--- config.mk ---
export PLATFORM = sky130hd
export DESIGN_NAME = instr_encode_loader_flat
export DESIGN_NICKNAME = d
export VERILOG_FILES = /design/src/rtl/rv32_pkg.sv /design/src/rtl/instr_encode_loader_if.sv /design/src/rtl/instr_word_encode.sv /design/src/rtl/instr_encode_loader.sv /design/src/flat_wrapper.sv
export SDC_FILE = /design/constraint.sdc
export NUM_CORES = 1
export LEC_CHECK = 0
export CORE_MARGIN = 2
export CORE_UTILIZATION = 33
export DETAILED_ROUTE_END_ITERATION = 12
export GPL_ROUTABILITY_DRIVEN = 0
export PLACE_DENSITY_LB_ADDON = 0.12
export SETUP_SLACK_MARGIN = 0.02
export SLEW_MARGIN = 10
export SYNTH_ARGS = -nofsm -noshare
export SYNTH_HDL_FRONTEND = slang
export SYNTH_SLANG_ARGS = --single-unit
--- constraint.sdc ---
create_clock -name clk -period 1.6 [get_ports clk]
set_input_delay 0.48 -clock clk [delete_from_list [all_inputs] [get_ports clk]]
set_output_delay 0.48 -clock clk [all_outputs]
set_load 0.01 [all_outputs]
--- src/rtl/rv32_pkg.sv ---
// Shared RV32I encoding constants: opcodes, field-bundle classes, funct3 values
// and loader FSM states.
package rv32_pkg;

  localparam logic [6:0] OP_R     = 7'h33;
  localparam logic [6:0] OP_I     = 7'h13;
  localparam logic [6:0] OP_LOAD  = 7'h03;
  localparam logic [6:0] OP_S     = 7'h23;
  localparam logic [6:0] OP_B     = 7'h63;
  localparam logic [6:0] OP_LUI   = 7'h37;
  localparam logic [6:0] OP_AUIPC = 7'h17;
  localparam logic [6:0] OP_JAL   = 7'h6F;
  localparam logic [6:0] OP_JALR  = 7'h67;

  localparam logic [3:0] CLS_R     = 4'd0;
  localparam logic [3:0] CLS_I     = 4'd1;
  localparam logic [3:0] CLS_LOAD  = 4'd2;
  localparam logic [3:0] CLS_S     = 4'd3;
  localparam logic [3:0] CLS_B     = 4'd4;
  localparam logic [3:0] CLS_LUI   = 4'd5;
  localparam logic [3:0] CLS_AUIPC = 4'd6;
  localparam logic [3:0] CLS_JAL   = 4'd7;
  localparam logic [3:0] CLS_JALR  = 4'd8;

  localparam logic [2:0] F3_SLL  = 3'b001;
  localparam logic [2:0] F3_SR   = 3'b101;
  localparam logic [2:0] F3_SW   = 3'b010;
  localparam logic [2:0] F3_LD3  = 3'b011;
  localparam logic [2:0] F3_LD6  = 3'b110;
  localparam logic [2:0] F3_LD7  = 3'b111;
  localparam logic [2:0] F3_B2   = 3'b010;
  localparam logic [2:0] F3_B3   = 3'b011;
  localparam logic [2:0] F3_JALR = 3'b000;

  localparam logic [1:0] ST_IDLE  = 2'd0;
  localparam logic [1:0] ST_LOAD  = 2'd1;
  localparam logic [1:0] ST_DRAIN = 2'd2;
  localparam logic [1:0] ST_DONE  = 2'd3;

endpackage

--- src/rtl/instr_encode_loader_if.sv ---
// Field-bundle stream (valid/ready) into the loader and the imem write port out of it.
// master = bundle producer / memory side, slave = loader.
interface instr_encode_loader_if #(parameter int ADDR_W = 8);

  logic              in_valid;
  logic              in_ready;
  logic [3:0]        in_class;
  logic [4:0]        in_rd;
  logic [4:0]        in_rs1;
  logic [4:0]        in_rs2;
  logic [2:0]        in_func3;
  logic              in_func7;
  logic [31:0]       in_imm;
  logic              in_last;
  logic              wr_en;
  logic [ADDR_W-1:0] wr_addr;
  logic [31:0]       wr_data;

  modport master (
    output in_valid, in_class, in_rd, in_rs1, in_rs2, in_func3, in_func7, in_imm, in_last,
    input  in_ready, wr_en, wr_addr, wr_data
  );

  modport slave (
    input  in_valid, in_class, in_rd, in_rs1, in_rs2, in_func3, in_func7, in_imm, in_last,
    output in_ready, wr_en, wr_addr, wr_data
  );

endinterface

--- src/rtl/instr_word_encode.sv ---
// Combinational RV32I field packer: builds the 32-bit word and flags field
// combinations that have no legal encoding. Zero latency, no backpressure.
module instr_word_encode
  import rv32_pkg::*;
(
  input  logic [3:0]  cls,
  input  logic [4:0]  rd,
  input  logic [4:0]  rs1,
  input  logic [4:0]  rs2,
  input  logic [2:0]  func3,
  input  logic        func7,
  input  logic [31:0] imm,
  output logic [31:0] word,
  output logic        illegal
);

  logic fit12;
  logic fit13;
  logic fit21;
  logic shift_op;

  // A signed value fits N bits when everything above bit N-2 is a copy of the sign.
  assign fit12    = (&imm[31:11]) | ~(|imm[31:11]);
  assign fit13    = (&imm[31:12]) | ~(|imm[31:12]);
  assign fit21    = (&imm[31:20]) | ~(|imm[31:20]);
  assign shift_op = (func3 == F3_SLL) || (func3 == F3_SR);

  always_comb begin
    word    = '0;
    illegal = 1'b0;
    case (cls)
      CLS_R: word = {1'b0, func7, 5'b0, rs2, rs1, func3, rd, OP_R};
      CLS_I: begin
        if (shift_op) begin
          word    = {1'b0, func7 & (func3 == F3_SR), 5'b0, imm[4:0], rs1, func3, rd, OP_I};
          illegal = (|imm[11:5]) | ~fit12;
        end else begin
          word    = {imm[11:0], rs1, func3, rd, OP_I};
          illegal = ~fit12;
        end
      end
      CLS_LOAD: begin
        word    = {imm[11:0], rs1, func3, rd, OP_LOAD};
        illegal = ~fit12 | (func3 == F3_LD3) | (func3 == F3_LD6) | (func3 == F3_LD7);
      end
      CLS_S: begin
        word    = {imm[11:5], rs2, rs1, func3, imm[4:0], OP_S};
        illegal = ~fit12 | (func3 > F3_SW);
      end
      CLS_B: begin
        word    = {imm[12], imm[10:5], rs2, rs1, func3, imm[4:1], imm[11], OP_B};
        illegal = imm[0] | ~fit13 | (func3 == F3_B2) | (func3 == F3_B3);
      end
      CLS_LUI:   word = {imm[31:12], rd, OP_LUI};
      CLS_AUIPC: word = {imm[31:12], rd, OP_AUIPC};
      CLS_JAL: begin
        word    = {imm[20], imm[10:1], imm[11], imm[19:12], rd, OP_JAL};
        illegal = imm[0] | ~fit21;
      end
      CLS_JALR: begin
        word    = {imm[11:0], rs1, func3, rd, OP_JALR};
        illegal = ~fit12 | (func3 != F3_JALR);
      end
      default: illegal = 1'b1;
    endcase
  end

endmodule

--- src/rtl/instr_encode_loader.sv ---
// Streams encoded RV32I words into imem at sequential addresses; write lands 1 cycle
// after accept, 1 bundle/cycle; in_ready only in LOAD, dropped after last/capacity accept.
module instr_encode_loader
  import rv32_pkg::*;
#(
  parameter int ADDR_W = 8
) (
  input  logic                  clk,
  input  logic                  rst_n,
  input  logic                  start,
  input  logic [ADDR_W-1:0]     base_addr,
  instr_encode_loader_if.slave  bus,
  output logic                  done,
  output logic                  overflow,
  output logic                  err,
  output logic [7:0]            err_cnt
);

  localparam logic [ADDR_W-1:0] ADDR_MAX = '1;
  localparam logic [ADDR_W-1:0] ADDR_ONE = ADDR_W'(1);

  logic [1:0]        state;
  logic [31:0]       enc_word;
  logic              enc_ill;
  logic              p_vld;
  logic              p_ill;
  logic [31:0]       p_word;
  logic [ADDR_W-1:0] addr;
  logic              accept;
  logic              wr_fire;
  logic              slot_last;

  instr_word_encode u_enc (
    .cls     (bus.in_class),
    .rd      (bus.in_rd),
    .rs1     (bus.in_rs1),
    .rs2     (bus.in_rs2),
    .func3   (bus.in_func3),
    .func7   (bus.in_func7),
    .imm     (bus.in_imm),
    .word    (enc_word),
    .illegal (enc_ill)
  );

  assign bus.in_ready = (state == ST_LOAD);
  assign accept       = bus.in_valid & bus.in_ready & ~start;
  // A restart kills the write already sitting in the pipeline register.
  assign wr_fire      = p_vld & ~p_ill & ~start;
  // Address the bundle accepted this cycle will occupy, accounting for the write in flight.
  assign slot_last    = wr_fire ? (addr == ADDR_MAX - ADDR_ONE) : (addr == ADDR_MAX);

  assign bus.wr_en    = wr_fire;
  assign bus.wr_addr  = addr;
  assign bus.wr_data  = p_word;
  assign done         = (state == ST_DONE);

  always_ff @(posedge clk or negedge rst_n) begin
    if (!rst_n) begin
      state    <= ST_IDLE;
      p_vld    <= 1'b0;
      p_ill    <= 1'b0;
      p_word   <= '0;
      addr     <= '0;
      overflow <= 1'b0;
      err      <= 1'b0;
      err_cnt  <= '0;
    end else if (start) begin
      state    <= ST_LOAD;
      p_vld    <= 1'b0;
      addr     <= base_addr;
      overflow <= 1'b0;
      err      <= 1'b0;
      err_cnt  <= '0;
    end else begin
      p_vld <= accept;
      if (accept) begin
        p_word <= enc_word;
        p_ill  <= enc_ill;
      end
      if (wr_fire && (addr != ADDR_MAX)) begin
        addr <= addr + ADDR_ONE;
      end
      if (p_vld && p_ill) begin
        err <= 1'b1;
        if (err_cnt != 8'hFF) begin
          err_cnt <= err_cnt + 8'd1;
        end
      end
      if (accept && slot_last && !bus.in_last) begin
        overflow <= 1'b1;
      end
      case (state)
        ST_LOAD:  if (accept && (bus.in_last || slot_last)) state <= ST_DRAIN;
        ST_DRAIN: state <= ST_DONE;
        ST_DONE:  state <= ST_IDLE;
        default:  state <= ST_IDLE;
      endcase
    end
  end

endmodule

--- src/flat_wrapper.sv ---
// flat-port wrapper written by rule: the top's interface ports become plain ports
module instr_encode_loader_flat import rv32_pkg::*;
#(
  parameter int ADDR_W = 8
)
  (clk, rst_n, start, base_addr, done, overflow, err, err_cnt, bus_in_valid, bus_in_class, bus_in_rd, bus_in_rs1, bus_in_rs2, bus_in_func3, bus_in_func7, bus_in_imm, bus_in_last, bus_in_ready, bus_wr_en, bus_wr_addr, bus_wr_data);
  instr_encode_loader_if #(.ADDR_W(ADDR_W)) bus_i ();
  input  logic clk;
  input  logic rst_n;
  input  logic start;
  input  logic [ADDR_W-1:0] base_addr;
  output logic done;
  output logic overflow;
  output logic err;
  output logic [7:0] err_cnt;
  input wire logic [$bits(bus_i.in_valid)-1:0] bus_in_valid;
  input wire logic [$bits(bus_i.in_class)-1:0] bus_in_class;
  input wire logic [$bits(bus_i.in_rd)-1:0] bus_in_rd;
  input wire logic [$bits(bus_i.in_rs1)-1:0] bus_in_rs1;
  input wire logic [$bits(bus_i.in_rs2)-1:0] bus_in_rs2;
  input wire logic [$bits(bus_i.in_func3)-1:0] bus_in_func3;
  input wire logic [$bits(bus_i.in_func7)-1:0] bus_in_func7;
  input wire logic [$bits(bus_i.in_imm)-1:0] bus_in_imm;
  input wire logic [$bits(bus_i.in_last)-1:0] bus_in_last;
  output wire logic [$bits(bus_i.in_ready)-1:0] bus_in_ready;
  output wire logic [$bits(bus_i.wr_en)-1:0] bus_wr_en;
  output wire logic [$bits(bus_i.wr_addr)-1:0] bus_wr_addr;
  output wire logic [$bits(bus_i.wr_data)-1:0] bus_wr_data;
  assign bus_i.in_valid = bus_in_valid;
  assign bus_i.in_class = bus_in_class;
  assign bus_i.in_rd = bus_in_rd;
  assign bus_i.in_rs1 = bus_in_rs1;
  assign bus_i.in_rs2 = bus_in_rs2;
  assign bus_i.in_func3 = bus_in_func3;
  assign bus_i.in_func7 = bus_in_func7;
  assign bus_i.in_imm = bus_in_imm;
  assign bus_i.in_last = bus_in_last;
  assign bus_in_ready = bus_i.in_ready;
  assign bus_wr_en = bus_i.wr_en;
  assign bus_wr_addr = bus_i.wr_addr;
  assign bus_wr_data = bus_i.wr_data;
  instr_encode_loader #(.ADDR_W(ADDR_W)) u_core (.clk(clk), .rst_n(rst_n), .start(start), .base_addr(base_addr), .bus(bus_i), .done(done), .overflow(overflow), .err(err), .err_cnt(err_cnt));
endmodule
# Word level (Yosys, flattened, before mapping)
# Cells that the tools add are included.
[totals] register_bits=54 inputBits=68 wordCells=101
[classes] n_addsub=2 n_lt_le_gt_ge=1 eq_ne=22 mux=18 bitwise_logic=26 reduce_logical=24
[ops] operator="$pmux 32 s9" count=1
[ops] operator="$mux 8" count=5
[ops] operator="$mux 32" count=1
[ops] operator="$reduce_and 21->1" count=1
[ops] operator="$reduce_or 21->1" count=1
[ops] operator="$reduce_and 20->1" count=1
[ops] operator="$reduce_or 20->1" count=1
[ops] operator="$add 8x1->8 const B" count=2
[ops] operator="$eq 4x3->1 const B" count=4
[ops] operator="$eq 8x8->1 const B" count=2
[ops] operator="$ne 8x8->1 const B" count=2
[ops] operator="$or 1x1->1" count=13
[ops] operator="$reduce_and 12->1" count=1
[ops] operator="$reduce_or 12->1" count=1
[ops] operator="$eq 3x3->1 const B" count=3
[ops] operator="$eq 4x2->1 const B" count=2
[ops] operator="$not 1->1" count=8
[ops] operator="$reduce_bool 2->1" count=4
[ops] operator="$mux 1" count=7
[ops] operator="$pmux 1 s7" count=1
[ops] operator="$reduce_or 7->1" count=1
[ops] operator="$eq 3x2->1 const B" count=2
[ops] operator="$and 1x1->1" count=5
[ops] operator="$logic_and 1x1->1" count=5
[ops] operator="15 further kinds" count=19

# Logic depth before layout (Yosys ltp)
# Gate-level depths: netlist of run 1.
[logic_depth] ltp_word=9 depth_mapped=8 ltp_nobuf=8

# Cells and area by module
# From an unflattened synthesis of run 1, not the netlist that was laid out.
[unflattened] hier_cells=423 area_unflattened_um2=3422.0
[modules_own_cells] mod="instr_encode_loader" instances=1 cells_each=271 area_per_inst_um2=2466.1 seq_area_each_um2=1351.3
[modules_own_cells] mod="instr_word_encode" instances=1 cells_each=152 area_per_inst_um2=955.9 seq_area_each_um2=0.0

# Worst setup path before layout of run 1
# Ideal clock, no wire load.
[synth_timing] kind="input to register" startpoint="input port bus_in_imm[19]" endpoint="register u_core.p_ill" arrival_ns=1.836 slack_ns=-0.362 cell_stages=6 n_path_buf=0 cell_sequence="or4_4 > nor3_2 > a22oi_1 > o211ai_2 > nand3_1 > o32a_1"
[synth_between] elab_chain_cells=8 elab_cells_between_ends=21 cone_classes="2 x mux; 15 x bitwise; 4 x reduce/logical"
[synth_lines] element="start, declared" line_no="flat_wrapper.sv:23" text="input wire logic [$bits(bus_i.in_imm)-1:0] bus_in_imm;"
[synth_lines] element="$reduce_or 21->1 or $reduce_or 20->1 (tied branches)" line_no="instr_word_encode.sv:23, instr_word_encode.sv:24"
[synth_lines] element="$not 1->1, on equally long branches" line_no="instr_word_encode.sv:23, instr_word_encode.sv:24"
[synth_lines] element="$or 1x1->1, on equally long branches" line_no="instr_word_encode.sv:23, instr_word_encode.sv:24"
[synth_lines] element="$not 1->1, on equally long branches"
[synth_lines] element="$or 1x1->1, on equally long branches (3 in series)" line_no="instr_word_encode.sv:44, instr_word_encode.sv:52"
[synth_lines] element="$pmux 1 s7 (*)" line_no="instr_word_encode.sv:31" text="case (cls)"
[synth_lines] element="end signal, assigned" line_no="instr_encode_loader.sv:78" text="p_ill <= enc_ill;"
[synth_lines] element="end, declared" line_no="instr_encode_loader.sv:26" text="logic p_ill;"
# Every way passes the cells marked *; elsewhere a longest branch is shown, timed or not.
# A chain may end at the register's enable or synchronous reset.

# Worst setup path in the final report of run 1
[layout_timing] startpoint="input port bus_in_imm[18]" endpoint="register u_core.p_ill"
# Same word-level chain as after synthesis.

==> results of run 1 <==
==> cells by family after synthesis <==
family / Yosys count
adders and majority gates: 6
xor gates and xnor gates: 16
AOI/OAI and AO/OA: 126
and+or+nand+nor: 136
buffers and inverters: 29
muxes: 11
DFF: 53
==> layer usage <==
layer	up-vias	track usage [%]	part of all wire, %
met5	-	0	0
li1	1829	-	-
met1	1749	24.6	42
met3	22	4.09	5.3
met2	108	36.4	50
met4	0	7.24	2.3
==> power by group through the flow <==
stage	Combinational [W]	Clock [W]	Sequential (W)
global route	0.00248	0.000882	0.00199
global placement	0.00220	0	0.00197
floorplan	0.000664	0	0.00213
CTS	0.00219	0.000830	0.00193
finish	0.00228	0.000791	0.00193
detailed placement	0.00224	0	0.00198
==> layout by cell type (no fill, tap or decap), drive strengths merged, types with 8 or more instances in the layout <==
master         instances
buf                  128
nand2                 59
dlygate4sd2           54
dfrtp                 53
o21ai                 44
clkdlybuf4s50         38
nor2                  31
a21oi                 26
a22oi                 16
clkbuf                12
a211oi                11
mux2i                 10
xor2                  10
nand4                  9
inv                    9
clkdlybuf4s15          8
nor2b                  8
nor3                   8
==> cell usage after synthesis (5+ instances only) <==
master	n	area share, %
o21ai_0	29	4.4
clkbuf_1	11	1.3
a22oi_1	16	3.7
nand3_1	6	0.92
nand2_1	59	6.8
inv_1	7	0.80
a211oi_1	11	2.5
a311oi_1	5	1.3
nand4_1	9	1.7
o21ai_1	14	2.1
xor2_1	10	2.7
ha_1	5	1.9
a21oi_1	26	4.0
nor2_1	30	3.4
nor2b_1	8	1.5
a221oi_1	6	1.6
xnor2_1	6	1.6
mux2i_1	10	3.1
dfrtp_1	53	40
==> final cells by class <==
class	instances	area (um2)	area share (%)
multi-input combinational	295	2080	36.5
timing repair buffer	234	2000	35.1
sequential	53	1330	23.4
tap	133	166	2.92
clock buffer	6	72.6	1.27
inverter	8	35.0	0.615
clock inverter	2	13.8	0.241
==> worst paths after layout <==
check                                       startpoint  cells past startpoint                     end
worst max-delay path                    bus_in_imm[18]                      7            u_core.p_ill
worst min-delay path                             rst_n                      2  u_core.bus.wr_data[22]
worst max register to register            u_core.p_ill                      6         u_core.state[1]
worst min register to register  u_core.bus.wr_data[28]                      2  u_core.bus.wr_data[28]
max in group asynchronous                        rst_n                      2   u_core.bus.wr_addr[2]
min in group clk                u_core.bus.wr_data[28]                      2  u_core.bus.wr_data[28]
==> through the flow <==
step / setup TNS [ns] / setup slack, ns / instance area (um2)
2_1_floorplan: -0.443 / -0.349 / 3350
3_3_place_gp: -22.73 / -0.878 / 5270
3_5_place_dp: -22.58 / -0.911 / 5270
4_1_cts: -0.303 / -0.201 / 5560
5_1_grt: -0.861 / -0.278 / 5700
6_report: -0.383 / -0.183 / 5700
==> registers in the layout, indices dropped and copies added (netlist names) <==
name and count:
u_core.bus.wr_addr 8, u_core.bus.wr_data 31, u_core.err 1, u_core.err_cnt 8, u_core.overflow 1, u_core.p_ill 1, u_core.p_vld 1, u_core.state 2
==> worst register-to-register path, cell delays in order (launching register included) <==
cell and delay (ns):
dfrtp_1 0.44, nor3b_4 0.24, xnor2_2 0.10, nor3_2 0.21
o21ai_1 0.08, and3_4 0.19, mux2_4 0.29
==> repair_timing <==
action                     4_1_cts  5_1_grt
resized for setup              166       45
pin swaps                       27       26
setup endpoints to repair       92       32
buffers inserted                21        6
==> summary.md, run 1 <==
| Metric | Value |
|---|---|
| Port-buffer cells | 120 |
| Via density | 5.07 |
| Worst hold path type | in -> async |
| Worst hold margin | 0.144 ns |
| Ys Warns | 0 |
| Detailed Route WL | 11100 um |
| FF-to-FF setup slack | -0.07 ns |
| Initial Utilization | roughly a third |
| Cell area after synthesis | approximately 0.0033 mm2 |
| Post-synthesis compound-gate area fraction | 24.7% |
| GR Overflow Total | 0 |
| Die Y | 104 um |
| Worst-path cell chain | buf_6, or4_4, nor3_4, a22oi_2, o211ai_2, nand3_1, o32a_1 |
| Number of global-route vias before repair | 3772 |
| Part of the power in registers | 38.6% |
| Layout cell share with drive strength beyond 1 | between 30% and 40% |
| Power per cell area | 877 mW/mm2 |
| RSZ-0062 raised after global routing | true |
| Final design utilization | 58.6% |
| CP Max Fanout | 2 |
| DRT antenna net count | 0 |
| DRC | 0 |
| Worst setup EP type | flip-flop |
| Failing checks | setup timing |
| First-pass GRT wire length | 18300 um |
| Post-synthesis xor/xnor area fraction | 4.27% |
| Final hold violation count | 0 |
| Relative slew slack | 79.9% |
| Synth Area in Simple Gates | 20.1% |
| Fin crit share | 111% |
| Critical Path AT | 1.99 ns |
| FILL cells | 913 |
| Fmax | 561 MHz |
| CP top delay family | simple AND/OR/NAND/NOR gates |
| Clock Skews | 0.0114 ns |
| Comb power frac | 45.6% |
| Largest net degree at the start of global routing | 54 |
| Multiplexer share of the synthesized area | between 3 and 4% |
| Clock-pin slew on the worst setup and hold paths | 0.11 ns |
| Switching Power | between 0.0015 and 0.002 W |
| Tmin final | 1.78 ns |
| Mapped Cells | ~380 |
| # IOs | between 100 and 150 |
| Worst Path Required | 1.81 ns |
| CTS Buf Count | 5 |
| Critical path type | in -> reg |
| Layout Nets | 670 |
| CP startpoint kind | input port |
| Worst VDD drop | 0.649 mV |
| Main synth FF type | dfrtp_1 |
| Wire per inst | 15.2 um |
| Syn Nets | 450 |
| Core region area | 0.00973 mm2 |
| Worst path buffer plus inverter count | 1 |
| # diodes | 0 |
| Yosys cell types | 53 |
| Post-synthesis adder-cell area fraction | 2.21% |
| Status | finished with violations |
| Number of DRC markers in iteration 0 | roughly 130 |
| Mapped Avg Cell Area | 8.70 um2 |
| Register area share after synthesis | 40.4% |
| Main combinational cell family by area after synthesis | compound AO/OA/AOI/OAI gates |
| Tot Pwr | 0.00500 W |
| Number of synthesized flops with an enable pin | 0 |
| Max Cap Violations | 0 |
| Lkg Pwr | ~2.6 nW |
| Sink Count | 53 |
| Number of H-tree levels | 2 |
| Clk_lat worst skew | 0.31 ns |
| # hold bufs at CTS | 0 |
| DP Wirelength | just over 8000 um |
| Antenna violations before repair | 0 |
| Max clock buf depth | 2 |
| Placed insts | 697 |
| Switch share | about 36% |
| Final WS setup | -0.183 ns |
| Highest-delay cell along the critical path | or4_4 |
| Num rows | 36 |
| FF+latch count, synth | 53 |
| Measured slew at the worst slew-check pin | 0.301 ns |
| Die Wd | 104 um |
| Total track usage | 20.5% |
| Final Instance Count excl. Fillers | 731 |
| Vias | 3708 |
| Drt first pass iters | 4 |
| Final number of setup-violating endpoints | 5 |
| Area grow syn2layout | 73.8% |
| Slowest cell delay on critical path | 0.55 ns |
| CTS tree | yes |
| Ys async rst share | 100% |
| Internal power | 0.00322 W |
| Root Driver | clkbuf_8 |
| Clock Power Share | 15.8% |
| Final slew viol count | 0 |
| Die area | between 0.01 and 0.015 mm2 |
Power figures use the tool's default switching activity.
==> run 2: changes to the inputs <==
--- a/config.mk
+++ b/config.mk
@@ -6,10 +6,10 @@
 export NUM_CORES = 1
 export LEC_CHECK = 0
 export CORE_MARGIN = 2
-export CORE_UTILIZATION = 33
+export CORE_UTILIZATION = 41
 export DETAILED_ROUTE_END_ITERATION = 12
 export GPL_ROUTABILITY_DRIVEN = 0
-export PLACE_DENSITY_LB_ADDON = 0.12
+export PLACE_DENSITY_LB_ADDON = 0.3
 export SETUP_SLACK_MARGIN = 0.02
 export SLEW_MARGIN = 10
 export SYNTH_ARGS = -nofsm -noshare
==> summary.md, run 2 (synthesis results as in run 1) <==
| Metric | Value |
|---|---|
| Clock Skews | 0.00920 ns (-0.00216 ns) |
| Final Instance Count excl. Fillers | 709 (-3.0%) |
| CP startpoint kind | input port |
| Metal2 WL | 5910 um (+6.4%) |
| Final hold violation count | 0 (unchanged) |
| DR WL met3 | 626 um (+6.1%) |
| Most common cell after layout, fill and taps aside | buf_4 |
| Final number of setup-violating endpoints | 5 (unchanged) |
| CP Max Fanout | 2 (unchanged) |
| Area grow syn2layout | 75.2% |
| Die Y | 93.5 um (-9.9%) |
| Max FFs per register | 31 (unchanged) |
| Worst reg2reg path endpoint | u_core.state[1] |
| Placed insts | 671 (-3.7%) |
| Detailed Route WL | 11600 um (+4.9%) |
| CTS tree | yes |
| Worst Path Required | 1.80 ns (about the same) |
| Total track usage | 25.5% (+5.1 points) |
| Number of DRC markers in iteration 0 | 183 (+45%) |
| Critical path type | in -> reg |
| GR Overflow Total | 0 (unchanged) |
| R2r startpoint | u_core.p_ill |
| Worst VDD drop | 0.626 mV (-3.7%) |
| Power per cell area | 857 mW/mm2 (-2.3%) |
| Top Metal Used | met4 |
| Commonest non-fill, non-tap cells in the layout | buf_4 (110), dlygate4sd2_1 (59), nand2_1 (56) |
| Fmax | 544 MHz (-3.0%) |
| Tmin final | 1.84 ns (+0.0556 ns) |
| Layout Nets | 678 (+1.2%) |
| Number of H-tree levels | 2 (unchanged) |
| Die area | 0.00873 mm2 (-19%) |
| Initial Utilization | 42.5% (+8.7 points) |
| Root Driver | clkbuf_8 |
| Drt first pass iters | 5 (+1) |
| Status | finished with violations |
| Sink Count | 53 (unchanged) |
| Number of global-route vias before repair | 3761 (-0.29%) |
| Worst hold margin | 0.0647 ns (-0.0794 ns) |
| Critical Path AT | 2.04 ns (+0.05 ns) |
| Clk_lat worst skew | 0.31 ns (about the same) |
| Clock-pin slew on the worst setup and hold paths | 0.10 ns (about the same) |
| Measured slew at the worst slew-check pin | 0.347 ns (+0.0463 ns) |
| Layout cell share with drive strength beyond 1 | 35.1% (+1.9 points) |
| Port-buffer cells | 120 (unchanged) |
| Antenna violations before repair | 1 (+1) |
| Final slew viol count | 0 (unchanged) |
| Fin crit share | 115% (+3.5 points) |
| Lkg Pwr | 2.68 nW (+2.0%) |
| First-pass GRT wire length | 17900 um (-2.1%) |
| Max clock buf depth | 2 (unchanged) |
| Relative slew slack | 76.8% (-3.1 points) |
| Largest net degree at the start of global routing | 42 (-22%) |
| FF-to-FF setup slack | -0.17 ns (-0.10 ns) |
| RSZ-0062 raised after global routing | true |
| Failing checks | setup timing |
| Setup TNS | -0.660 ns (-0.277 ns) |
| # IOs | 121 (unchanged) |
| Wire per inst | 16.4 um (+8.1%) |
| # hold bufs at CTS | 0 (unchanged) |
| DRC | 0 (unchanged) |
| Core region area | 0.00773 mm2 (-21%) |
| Via density | 5.46 (+7.6%) |
| DRT antenna net count | 0 (unchanged) |
| Final WS setup | -0.239 ns (-0.0556 ns) |
| Worst setup EP type | flip-flop |
| WL met1 | 4700 um (+0.47%) |
| DP Wirelength | 8290 um (+2.1%) |
| Vias | 3871 (+4.4%) |
| Max Cap Violations | 0 (unchanged) |
| Worst hold path type | in -> async |
| CTS Buf Count | 5 (unchanged) |
| Reg2reg path depth | 6 (unchanged) |
| Die Wd | 93.5 um (-9.9%) |
| Num rows | 32 (-11%) |
## run 2: per-stage QoR
stage,power [W],worst slack (ns),util (%),cell area (um2)
after floorplan,0.00280,-0.349,-,3350
after global placement,0.00413,-0.834,68.0,5260
after detailed placement,0.00421,-0.891,68.0,5260
after CTS,0.00484,-0.237,71.8,5550
after global routing,0.00522,-0.253,74.4,5750
final,0.00493,-0.239,74.4,5750
## run 2: layout make-up
| cell class | instances | area [um2] |
|---|---|---|
| Sequential cell | 53 | 1330 |
| Timing Repair Buffer | 242 | 2050 |
| Fill cell | 592 | 1980 |
| Clock inverter | 1 | 7.51 |
| Clock buffer | 7 | 76.3 |
| Multi-Input combinational cell | 295 | 2120 |
| Tap cell | 102 | 128 |
| Antenna cell | 1 | 2.50 |
| Inverter | 8 | 32.5 |
## run 2: worst max-delay path: stages
cell and delay (ns):
buf_8 0.10, or4_4 0.55, nor3_4 0.20, a22oi_2 0.12, o211ai_2 0.16, nand3_1 0.10, o32a_1 0.33
## run 2: power breakdown
part	total [W]	internal (W)	switching, W
sequential	0.00194	0.00171	0.000223
clock	0.000750	0.000311	0.000439
combinational	0.00224	0.00115	0.00109
## run 2: timing repair
item,in CTS,in global routing
cloned,1,0
pin swaps,32,36
endpoints found under the setup margin,94,47
gates resized for setup,163,50
buffers inserted,20,10
## run 2: layer usage
metal  up-vias  global-route usage (%)
li1       1837                       -
met1      1840                    30.8
met5         -                       0
met2       156                    46.7
met3        38                    3.63
met4         0                    7.72
## run 2: worst max-delay path by stage
stage	cells past startpoint	start	slack, ns	endpoint
floorplan	6	bus_in_imm[19]	-0.35	u_core.p_ill
global placement	7	bus_in_imm[19]	-0.83	u_core.p_ill
detailed placement	7	bus_in_imm[19]	-0.89	u_core.p_ill
CTS	7	bus_in_imm[18]	-0.24	u_core.p_ill
global route	7	bus_in_imm[16]	-0.25	u_core.p_ill
finish	7	bus_in_imm[16]	-0.24	u_core.p_ill
